$ cat src/rtl/qar_pkg.sv
// qar_pkg: shared widths, load funct3 codes, writeback entry type and load extraction.
package qar_pkg;
  localparam int XLEN = 32;
  localparam int REG_ADDR_W = 5;
  localparam logic [2:0] F3_LB = 3'b000;
  localparam logic [2:0] F3_LH = 3'b001;
  localparam logic [2:0] F3_LW = 3'b010;
  localparam logic [2:0] F3_LBU = 3'b100;
  localparam logic [2:0] F3_LHU = 3'b101;
  typedef struct packed {
    logic [REG_ADDR_W-1:0] rd;
    logic [XLEN-1:0] data;
  } wb_ent_t;
  function automatic logic [XLEN-1:0] load_extract(input logic [XLEN-1:0] rdata, input logic [2:0] f3,
                                                   input logic [1:0] off);
    logic [XLEN-1:0] b;
    logic [XLEN-1:0] h;
    b = rdata >> {off, 3'b000};
    h = rdata >> {off[1], 4'b0000};
    return f3 == F3_LB  ? {{(XLEN-8){b[7]}}, b[7:0]} :
           f3 == F3_LH  ? {{(XLEN-16){h[15]}}, h[15:0]} :
           f3 == F3_LBU ? {{(XLEN-8){1'b0}}, b[7:0]} :
           f3 == F3_LHU ? {{(XLEN-16){1'b0}}, h[15:0]} : rdata;
  endfunction
endpackage

$ cat src/rtl/qar_wb_lq.sv
// qar_wb_lq: synchronous load-queue FIFO with wrap-around pointers and occupancy count.
module qar_wb_lq #(
  parameter int W = 37,
  parameter int DEPTH = 2
) (
  input  logic         clk,
  input  logic         rst,
  input  logic         push_i,
  input  logic         pop_i,
  input  logic [W-1:0] wdata_i,
  output logic [W-1:0] rdata_o,
  output logic         full_o,
  output logic         empty_o
);
  localparam int AW = $clog2(DEPTH);
  logic [W-1:0] mem_q [DEPTH];
  logic [AW-1:0] wp_q, rp_q;
  logic [AW:0] cnt_q, cnt_d;
  assign cnt_d = cnt_q + (AW+1)'(push_i) - (AW+1)'(pop_i);
  always_ff @(posedge clk) begin
    if (rst) begin
      wp_q <= '0;
      rp_q <= '0;
      cnt_q <= '0;
    end else begin
      wp_q <= wp_q + AW'(push_i);
      rp_q <= rp_q + AW'(pop_i);
      cnt_q <= cnt_d;
    end
  end
  always_ff @(posedge clk) if (push_i) mem_q[wp_q] <= wdata_i;
  assign rdata_o = mem_q[rp_q];
  assign full_o = cnt_q == (AW+1)'(DEPTH);
  assign empty_o = cnt_q == '0;
endmodule

$ cat src/rtl/qar_writeback.sv
// qar_writeback: merges ALU results and queued, extended loads onto the registered regfile write port.
module qar_writeback
  import qar_pkg::*;
#(
  parameter int LQ_DEPTH = 2,
  parameter int STARVE_LIMIT = 4
) (
  input  logic                  clk,
  input  logic                  rst,
  input  logic                  alu_valid,
  output logic                  alu_ready,
  input  logic [REG_ADDR_W-1:0] alu_rd,
  input  logic [XLEN-1:0]       alu_data,
  input  logic                  lsu_valid,
  output logic                  lsu_ready,
  input  logic [REG_ADDR_W-1:0] lsu_rd,
  input  logic [XLEN-1:0]       lsu_rdata,
  input  logic [2:0]            lsu_funct3,
  input  logic [1:0]            lsu_addr_lo,
  input  logic                  wb_hold,
  output logic                  rf_we,
  output logic [REG_ADDR_W-1:0] rf_waddr,
  output logic [XLEN-1:0]       rf_wdata,
  output logic [31:0]           retire_count
);
  localparam int SW = $clog2(STARVE_LIMIT + 1);
  wb_ent_t lq_in, lq_out, sel;
  logic lq_full, lq_empty, push, grant_lq, grant_alu, grant, starved;
  logic [SW-1:0] starve_q, starve_d;
  assign lsu_ready = !rst && !lq_full;
  assign push = lsu_valid && lsu_ready;
  assign lq_in = '{rd: lsu_rd, data: load_extract(lsu_rdata, lsu_funct3, lsu_addr_lo)};
  qar_wb_lq #(.W($bits(wb_ent_t)), .DEPTH(LQ_DEPTH)) u_lq (
    .clk(clk), .rst(rst), .push_i(push), .pop_i(grant_lq), .wdata_i(lq_in),
    .rdata_o(lq_out), .full_o(lq_full), .empty_o(lq_empty)
  );
  // Loads win by default; a saturated starve count hands one slot to a waiting ALU result.
  assign starved = alu_valid && starve_q == SW'(STARVE_LIMIT);
  assign grant_lq = !rst && !wb_hold && !lq_empty && !starved;
  assign grant_alu = !rst && !wb_hold && !grant_lq && alu_valid;
  assign grant = grant_lq || grant_alu;
  assign alu_ready = grant_alu;
  assign sel = grant_lq ? lq_out : '{rd: alu_rd, data: alu_data};
  assign starve_d = grant_alu ? '0 : (alu_valid && starve_q != SW'(STARVE_LIMIT)) ? starve_q + 1'b1 : starve_q;
  always_ff @(posedge clk) begin
    if (rst) begin
      rf_we <= 1'b0;
      rf_waddr <= '0;
      rf_wdata <= '0;
      retire_count <= '0;
      starve_q <= '0;
    end else begin
      rf_we <= grant && sel.rd != '0;
      if (grant) begin
        rf_waddr <= sel.rd;
        rf_wdata <= sel.data;
      end
      retire_count <= retire_count + 32'(grant);
      starve_q <= starve_d;
    end
  end
endmodule

$ cat config.mk
export PLATFORM = sky130hd
export DESIGN_NAME = qar_writeback
export DESIGN_NICKNAME = d
export VERILOG_FILES = /design/src/rtl/qar_pkg.sv /design/src/rtl/qar_wb_lq.sv /design/src/rtl/qar_writeback.sv
export SDC_FILE = /design/constraint.sdc
export NUM_CORES = 1
export LEC_CHECK = 0
export ABC_AREA = 1
export BUFFER_PORTS_ARGS = -buffer_cell sky130_fd_sc_hd__buf_4
export CAP_MARGIN = 20
export CORE_ASPECT_RATIO = 1.75
export CORE_UTILIZATION = 30
export CTS_BUF_LIST = sky130_fd_sc_hd__clkbuf_4
export CTS_CLUSTER_DIAMETER = 30
export DETAILED_ROUTE_END_ITERATION = 12
export GPL_TIMING_DRIVEN = 0
export PLACE_DENSITY_LB_ADDON = 0.05
export SYNTH_ARGS = -nofsm -noshare
export SYNTH_HDL_FRONTEND = slang
export SYNTH_SLANG_ARGS = --single-unit
$ cat constraint.sdc
create_clock -name clk -period 7.1 [get_ports clk]
set_input_delay 1.775 -clock clk [delete_from_list [all_inputs] [get_ports clk]]
set_output_delay 1.775 -clock clk [all_outputs]
set_load 0.02 [all_outputs]
==> flow_metrics.env <==
export IMPL_synth_top_area_cell="edfxtp_1"
export IMPL_peakVddDrop_uv=99.1
export IMPL_cp_required_ns=5.33
export IMPL_rows=75
export IMPL_min_path_type="flop to flop"
export IMPL_drtAntennaViolNets=0
export IMPL_synth_flop_cell="dfxtp_1"
export IMPL_busiest_layer="met2"
export IMPL_reg2reg_from="starve_q[0]"
export IMPL_swShare_pct=27.7
export IMPL_syn_inst=902
export IMPL_grtUsageMet1_pct=18.1
export IMPL_htree_levels=4
export IMPL_finalHoldViolations=0
export IMPL_use_met3_pct=3.56
export IMPL_slew_headroom_pct=57.9
export IMPL_die_w_um=121
export IMPL_r2r_slack_ns=3.97
export IMPL_clockBufferDepth=2
export IMPL_worstSetupPathType="input pin to primary output"
export IMPL_grt_overflow=0
export IMPL_io_pins=156
export IMPL_regArea_um2=3760
export IMPL_grtUsageMet2_pct=41.9
export IMPL_start_util_pct=30.7
export IMPL_fin_tns_setup_ns=0
export IMPL_ys_ff_latch=151
export IMPL_drive_gt1_share_pct=21.5
export IMPL_multiInputGateArea_um2=3080
export IMPL_grt_pass1_vias=6517
export IMPL_die_h_um=210
export IMPL_outcome="finished clean"
export IMPL_areaGrowthSynthToFinish_pct=26.6
export IMPL_pre_cts_ws_ns=2.36
export IMPL_viasPerCell=4.64
export IMPL_coreArea_um2=24100
export IMPL_cts_root_buf="clkbuf_4"
export IMPL_clkTransAtPathRegs_ns=0.13
export IMPL_num_vias=6492
export IMPL_p_leak_uw=0.00408
export IMPL_synth_fp_nets=995
export IMPL_cts_hold_buf=0
export IMPL_rsz0062_at_grt="no"
export IMPL_seq_area_frac_synth_pct=50.8
export IMPL_synth_edf_count=74
export IMPL_power_switching_uw=579
export IMPL_yosysUniqueCellTypes=39
export IMPL_routedWlPerCell_um=17.6
export IMPL_die_area_um2=25300
export IMPL_firstDrtPassIters=5
export IMPL_fmax_ghz=0.213
export IMPL_max_cap_viol_count=0
export IMPL_clk_latency_ns=0.57
export IMPL_critPathCapture="alu_ready"
export IMPL_min_period_ns=4.68
export IMPL_pwr_share_clk_pct=33.3
export IMPL_finClkSkew_ns=0.0222
export IMPL_io_buffers=153
export IMPL_postRouteWirelength_um=24600
export IMPL_hpwl_um=19800
export IMPL_grt_max_degree=28
export IMPL_tightest_slew_ns=0.631
export IMPL_cts_tree="done"
export IMPL_combPwrFrac_pct=18.8
export IMPL_drtIter0Drc=287
export IMPL_power_density_nw_per_um2=223
export IMPL_synthArstFlopShare_pct=0
export IMPL_drv_slew=0
export IMPL_synth_top_area_share_pct=30.0
export IMPL_routabilityCongestion=0.890
export IMPL_finalNetCount=1169
export IMPL_finalSetupViolations=0
export IMPL_clock_sinks=151
export IMPL_syn_area_um2=7410
export IMPL_drcViolationCount=0
export IMPL_antenna_found_initial=1
export IMPL_path_max_fanout=10
export IMPL_p_int_uw=1520
export IMPL_ff2ff_path_depth=16
export IMPL_arrival_ns=2.91
export IMPL_yosysWarnings=0
export IMPL_ys_top_cells_by_area="edfxtp_1, dfxtp_1, nand2_1"
export IMPL_avgSynthCellArea_um2=8.21
export IMPL_cts_made_buffers=17
export IMPL_crit_reg2reg_capture="retire_count[22]"
export IMPL_grt_pass1_wl_um=37000
export IMPL_seq_power_share_pct=47.9
export IMPL_power_total_uw=2090
export IMPL_layout_worst_path_cycle_share_pct=66.0
export IMPL_cp_start_kind="input pin"
export IMPL_utilization_pct=38.9
export IMPL_cts_resized=0
export IMPL_cp_end_kind="primary output"
export IMPL_nFillCells=2584
export IMPL_setup_ws_ns=2.42
export IMPL_cts_setup_buffers=0
export IMPL_grtUsageTotal_pct=20.2
export IMPL_startpoint="alu_valid"
export IMPL_timing_hold_ws_ns=0.488
power groups by stage:
stage	clock network, uW	logic, uW	registers, uW
CTS	721	403	1000
finish	698	394	1000
detailed placement	0	401	1020
global route	753	434	1010
floorplan	0	194	1050
global placement	0	396	1020
cell families (layout without fill, tap and decap cells):
group | after synthesis | in the layout | synth area share (%)
buffers and inverters | 132 | 319 | 7.69
muxes | 17 | 17 | 2.30
xor gates and xnor gates | 10 | 10 | 1.18
adders and majority gates | 9 | 9 | 1.52
and+or+nand+nor | 397 | 397 | 22.0
DFF | 151 | 151 | 50.8
AOI/OAI and AO/OA | 186 | 186 | 14.5
other | 0 | 1 | 0
stage by stage:
stage | std cells | cell area, um2
final | 1398 | 9380
after detailed placement | 1365 | 8980
after global routing | 1398 | 9380
after global placement | 1363 | 8940
after CTS | 1397 | 9370
after floorplan | 902 | 7410
placed cells by master (no fill, tap or decap), types with 3 or more instances in the layout:
| cell | n |
|---|---|
| o211ai_1 | 13 |
| dfxtp_1 | 77 |
| xor2_1 | 9 |
| nand3b_1 | 5 |
| o21bai_1 | 17 |
| a21oi_1 | 55 |
| clkbuf_1 | 9 |
| nor2_2 | 3 |
| mux2i_1 | 17 |
| bufinv_16 | 7 |
| buf_4 | 158 |
| nor2_1 | 77 |
| clkbuf_4 | 18 |
| o22ai_1 | 5 |
| nand3_1 | 43 |
| buf_2 | 18 |
| clkinvlp_4 | 4 |
| inv_2 | 3 |
| edfxtp_1 | 74 |
| a31oi_1 | 15 |
| o211ai_2 | 4 |
| buf_6 | 4 |
| ha_1 | 7 |
| nand2_1 | 258 |
| o21ai_0 | 72 |
| inv_1 | 88 |
state kept, by name, indices dropped and copies added, names as in the netlist:
signal	count
retire_count	32
rf_waddr	5
rf_wdata	32
rf_we	1
starve_q	3
u_lq.cnt_q	2
u_lq.mem_q	74
u_lq.rp_q	1
u_lq.wp_q	1
worst min-delay path by stage:
stage | depth (start not counted) | start | to | slack (ns)
floorplan | 2 | starve_q[1] | starve_q[1] | 0.45
global route | 2 | retire_count[29] | retire_count[29] | 0.51
finish | 2 | retire_count[31] | retire_count[31] | 0.49
CTS | 2 | retire_count[31] | retire_count[31] | 0.49
global placement | 2 | retire_count[31] | retire_count[31] | 0.46
detailed placement | 2 | retire_count[31] | retire_count[31] | 0.47
synth_stat cells (2+ instances only):
| cell | n |
|---|---|
| nand2_1 | 258 |
| inv_1 | 88 |
| dfxtp_1 | 77 |
| nor2_1 | 77 |
| edfxtp_1 | 74 |
| o21ai_0 | 72 |
| a21oi_1 | 55 |
| nand3_1 | 43 |
| buf_2 | 18 |
| mux2i_1 | 17 |
| o21bai_1 | 17 |
| a31oi_1 | 15 |
| o211ai_1 | 13 |
| clkbuf_1 | 9 |
| ha_1 | 9 |
| xor2_1 | 9 |
| buf_4 | 5 |
| nand3b_1 | 5 |
| o22ai_1 | 5 |
| buf_6 | 4 |
| o211ai_2 | 4 |
| inv_2 | 3 |
| nor2_2 | 3 |
| and2_1 | 2 |
| buf_1 | 2 |
| clkbuf_2 | 2 |
| nand2_2 | 2 |
| nor2_4 | 2 |
| o21a_1 | 2 |
worst max-delay path, cell delays in order:
cell and delay [ns]:
buf_4 0.12, nand3_2 0.17, nand3_4 0.17, buf_2 0.29, nand3_1 0.17, inv_1 0.08, buf_4 0.13
layout make-up:
type	instances	share of cell area, %
plain buffers	40	2.39
flip-flops and latches	151	40.1
well taps	308	4.11
clock inverters	14	2.71
diodes	1	0.0267
inverters	92	3.68
multi-input cells	619	32.8
repair buffers	155	12.7
clock buffers	18	1.44
per-layer routing:
metal	routed length [um]	part of all wire, %
met5	0	0
met4	736	3.0
met3	824	3.4
met2	14700	60
met1	8300	34
Note: power is estimated with default switching activity, not from simulation.
